===== src/rtl/rv32_ctrl_pkg.sv =====
// rv32_ctrl_pkg: shared RV32I opcode constants and datapath select encodings
package rv32_ctrl_pkg;
   localparam logic [6:0] OPCODE_LUI    = 7'b0110111;
   localparam logic [6:0] OPCODE_AUIPC  = 7'b0010111;
   localparam logic [6:0] OPCODE_JAL    = 7'b1101111;
   localparam logic [6:0] OPCODE_JALR   = 7'b1100111;
   localparam logic [6:0] OPCODE_BRANCH = 7'b1100011;
   localparam logic [6:0] OPCODE_LOAD   = 7'b0000011;
   localparam logic [6:0] OPCODE_STORE  = 7'b0100011;
   localparam logic [6:0] OPCODE_OP_IMM = 7'b0010011;
   localparam logic [6:0] OPCODE_OP     = 7'b0110011;
   localparam logic PC_NEXT_PC4  = 1'b0;
   localparam logic PC_ALU_PC    = 1'b0;
   localparam logic ADDR_SEL_ALU = 1'b0;
   localparam logic ALU_ADD      = 1'b0;
   function automatic logic [31:0] u_imm(input logic [31:0] insn);
      return {insn[31:12], 12'h000};
   endfunction
endpackage


===== src/rtl/decoder_uinsn_auipc.sv =====
// decoder_uinsn_auipc: control decoder slice for the AUIPC instruction
module decoder_uinsn_auipc
   import rv32_ctrl_pkg::*;
#(
   parameter logic [6:0] OPCODE = OPCODE_AUIPC
) (
   input  logic        CLK,
   input  logic        RST_N,
   input  logic [31:0] INSN,
   output logic        sub_sra,
   output logic        addr_sel,
   output logic        pc_next_sel,
   output logic        pc_alu_sel,
   output logic        rd_clk,
   output logic        mem_clk,
   output logic        is_auipc,
   output logic [4:0]  rd_addr,
   output logic [31:0] imm_u
);
   // Case-equality keeps X/Z opcode bits from ever matching.
   always_comb begin
      is_auipc    = (INSN[6:0] === OPCODE);
      sub_sra     = ALU_ADD;
      addr_sel    = ADDR_SEL_ALU;
      pc_next_sel = PC_NEXT_PC4;
      pc_alu_sel  = PC_ALU_PC;
      mem_clk     = 1'b0;
      rd_clk      = CLK & is_auipc & RST_N;
   end
   // Capture rd and the U-immediate for the datapath; reset wins over load.
   always_ff @(posedge CLK) begin
      if (!RST_N) begin
         rd_addr <= 5'd0;
         imm_u   <= 32'd0;
      end else if (is_auipc) begin
         rd_addr <= INSN[11:7];
         imm_u   <= u_imm(INSN);
      end
   end
endmodule


===== config.mk =====
export PLATFORM = sky130hd
export DESIGN_NAME = decoder_uinsn_auipc
export DESIGN_NICKNAME = d
export VERILOG_FILES = /design/src/rtl/rv32_ctrl_pkg.sv /design/src/rtl/decoder_uinsn_auipc.sv
export SDC_FILE = /design/constraint.sdc
export NUM_CORES = 1
export LEC_CHECK = 0
export CAP_MARGIN = 15
export CORE_AREA = 2 2 61 63
export DETAILED_ROUTE_END_ITERATION = 8
export DIE_AREA = 0 0 63 65
export GPL_ROUTABILITY_DRIVEN = 0
export GPL_TIMING_DRIVEN = 0
export PLACE_DENSITY = 0.75
export SETUP_SLACK_MARGIN = 0.5
export SLEW_MARGIN = 40
export SYNTH_ARGS = -nofsm -noshare
export SYNTH_HDL_FRONTEND = slang
export SYNTH_SLANG_ARGS = --single-unit

===== constraint.sdc =====
create_clock -name CLK -period 1.6 [get_ports CLK]
set_input_delay 0.24 -clock CLK [delete_from_list [all_inputs] [get_ports CLK]]
set_output_delay 0.24 -clock CLK [all_outputs]
set_load 0.02 [all_outputs]

==> results by group <==
STA
  – RSZ-0062 raised after global routing: yes
  – Final WS setup: 0.105 ns
  – Clock skew: 0 ns
  – Final setup vio count: 0
  – Final count of hold timing violations: 0
  – Pins Over Slew Limit: 0

Floorplanning
  – Core Rows: 22
  – Top Ports: 78
  – Die Span Y: 65 µm
  – Starting density of the core: 33.6%
  – Die footprint: 0.00410 mm²
  – Die width: 63 µm
  – Core Box Area: 0.00350 mm²

Clock network
  – Clock slew at reported path FFs: 0.16 ns
  – CTS tree: yes
  – Number of hold buffers added after cts: 0
  – Later-pin clock latency in the skew report: 0.44 ns

Routing
  – Pre-Repair DR Iteration Count: 3
  – Routed wire length: 2830 µm
  – Via count: 1102
  – DRC: 0
  – Wirelength per Cell: 10.3 µm
  – 1st-iter DRT viols: 25
  – ANT nets after route: 0
  – Via/cell ratio: 3.99

Worst setup path
  – Crit-path max FO: 2
  – Critical R2R Launch: imm_u[25]$_SDFFE_PN0P_
  – CP Launch Type: clock port
  – Critical path, cell by cell: buf_8, buf_8, and3_4, buf_6
  – Slowest cell on the critical path: and3_4
  – CP Buf/Inv Count: 3
  – Crit. Startpoint: CLK
  – Critical path type: clock port to output pin
  – Flop-to-flop setup slack: 0.80 ns
  – CP peak stage delay: 0.13 ns
  – Delay-heaviest family, CP: buffers and inverters
  – Worst Setup End Kind: output pin
  – CP required: 1.36 ns
  – Most frequent CP cell: buf_8
  – CP Depth: 4
  – Critical Path AT: 1.25 ns
  – Worst R2R End: imm_u[25]$_SDFFE_PN0P_
  – Crit path capture: rd_clk
  – Reg2reg path depth: 4

Layout
  – Finished Layout Cells: 276
  – Commonest non-fill, non-tap cell in the layout: nand2_1
  – Nets@finish: 263
  – # diodes: 0
  – Fillers: 334
  – Area grow syn2layout: 85.3%
  – Most frequent cells in the layout: 50 x nand2_1, 30 x buf_4, 29 x buf_6
  – Share of layout cells above drive strength 1: 44.7%
  – Fin util: 62.3%

Power and ir drop
  – Peak supply drop: 0.370 mV
  – Power Density: 609 mW/mm²
  – P_leak: 0.960 nW

Synth
  – Avg Inst Size Synth: 9.04 µm²
  – Synthesized flop and latch total: 25
  – Compound-Gate Fraction of Synth Area: 0%
  – Netlist cell types: 11
  – XOR/XNOR share of the synthesized area: 0%
  – Netlist Area Pre-Place: 0.00117 mm²
  – Mux cell area share after synthesis: 21.3%
  – Syn. warnings: 0
  – Largest family of logic cells by synthesized area: multiplexers
  – Cells after Synth: 130
  – Post-Synth Adder-Cell Area: 0%
  – Sequential share of the synthesized area: 42.6%
  – Synth Area in Simple Gates: 18.6%

Global route
  – GRT overflow: 0
  – Gr usage total: 14.1%
  – Vias in the first global route: 1051
  – Largest net degree at the start of global routing: 17
  – Initial antenna violation count: 0
  – First-pass GRT wire length: 4580 µm

Placed design
  – Number of instances in the placed design: 253
  – Dpl ws: -0.692 ns
  – Port buffer count: 59
  – Hpwl dp: 1940 µm

Run status
  – Status: finished clean

Flow run
  – MaxCap Viol Count: 0

Min path
  – Hold Crit Class: primary input to register
  – Min-delay src: INSN[10]
flip-flops by register name (all words and copies together), names as in the netlist:
signal   cells
imm_u       20
rd_addr      5
final cells by class:
| cell class | count | area [µm²] | share of cell area, % |
|---|---|---|---|
| Sequential cell | 25 | 532 | 24.4 |
| Clock buffer | 7 | 71.3 | 3.28 |
| Tap cell | 48 | 60.1 | 2.76 |
| Clock inverter | 1 | 8.76 | 0.402 |
| Multi-Input combinational cell | 95 | 549 | 25.2 |
| Buffer | 26 | 201 | 9.25 |
| Timing Repair Buffer | 74 | 754 | 34.7 |
layer usage:
metal  wire (µm)  part of all wire, %  track usage [%]
met5           0                    0                0
met4          19                 0.67             5.00
met3         222                  7.8             5.03
met2        1430                   50             23.5
met1        1160                   41             16.7
through the flow:
stage | setup TNS, ns | instance area, µm² | hold slack, ns | power (W)
floorplan | 0 | 1240 | 0.382 | 0.000749
global placement | -3.18 | 1890 | 0.442 | 0.000843
detailed placement | -3.16 | 1890 | 0.449 | 0.000843
CTS | 0 | 2080 | 0.314 | 0.00131
global route | 0 | 2180 | 0.300 | 0.00140
finish | 0 | 2180 | 0.323 | 0.00133
Yosys cell counts:
cell,n,area share (%)
clkbuf_1,6,1.9
conb_1,1,0.32
buf_12,2,3.4
mux2i_1,25,21
buf_4,17,11
and3_2,1,0.64
nor4b_2,1,1.3
nand4b_1,1,0.75
dfxtp_1,25,43
nand2_1,50,16
buf_6,1,0.96
worst reg2reg max path: cells and delay by family (launching register included):
family	cells	cell delay, ns
flops	1	0.35
mux	1	0.07
simple gates	1	0.04
buf+inv	2	0.24
logic make-up after synthesis:
| kind of cell | after synthesis |
|---|---|
| AND/OR/NAND/NOR | 53 |
| buffers and inverters | 26 |
| multiplexers | 25 |
| flip-flops | 25 |
| other | 1 |
power breakdown:
group / total (W) / switching (W) / internal [W]
registers: 0.000627 / 0.00000172 / 0.000625
clock network: 0.000497 / 0.000236 / 0.000260
logic: 0.000203 / 0.0000896 / 0.000113
worst min-delay path by stage:
stage | to | slack (ns) | cells after the start
2_1_floorplan | imm_u[12]$_SDFFE_PN0P_ | 0.38 | 2
3_3_place_gp | imm_u[12]$_SDFFE_PN0P_ | 0.44 | 2
3_5_place_dp | imm_u[15]$_SDFFE_PN0P_ | 0.45 | 2
4_1_cts | rd_addr[3]$_SDFFE_PN0P_ | 0.31 | 3
5_1_grt | rd_addr[0]$_SDFFE_PN0P_ | 0.30 | 3
6_report | rd_addr[3]$_SDFFE_PN0P_ | 0.32 | 3
repair_timing:
item / 4_1_cts / 5_1_grt
gates resized for setup: 208 / 7
endpoints found under the setup margin: 48 / 42
pin swaps: 3 / 2
gates cloned: 0 / 1
buffers inserted: 8 / 7
No activity file was read; power rests on OpenSTA's default activity.
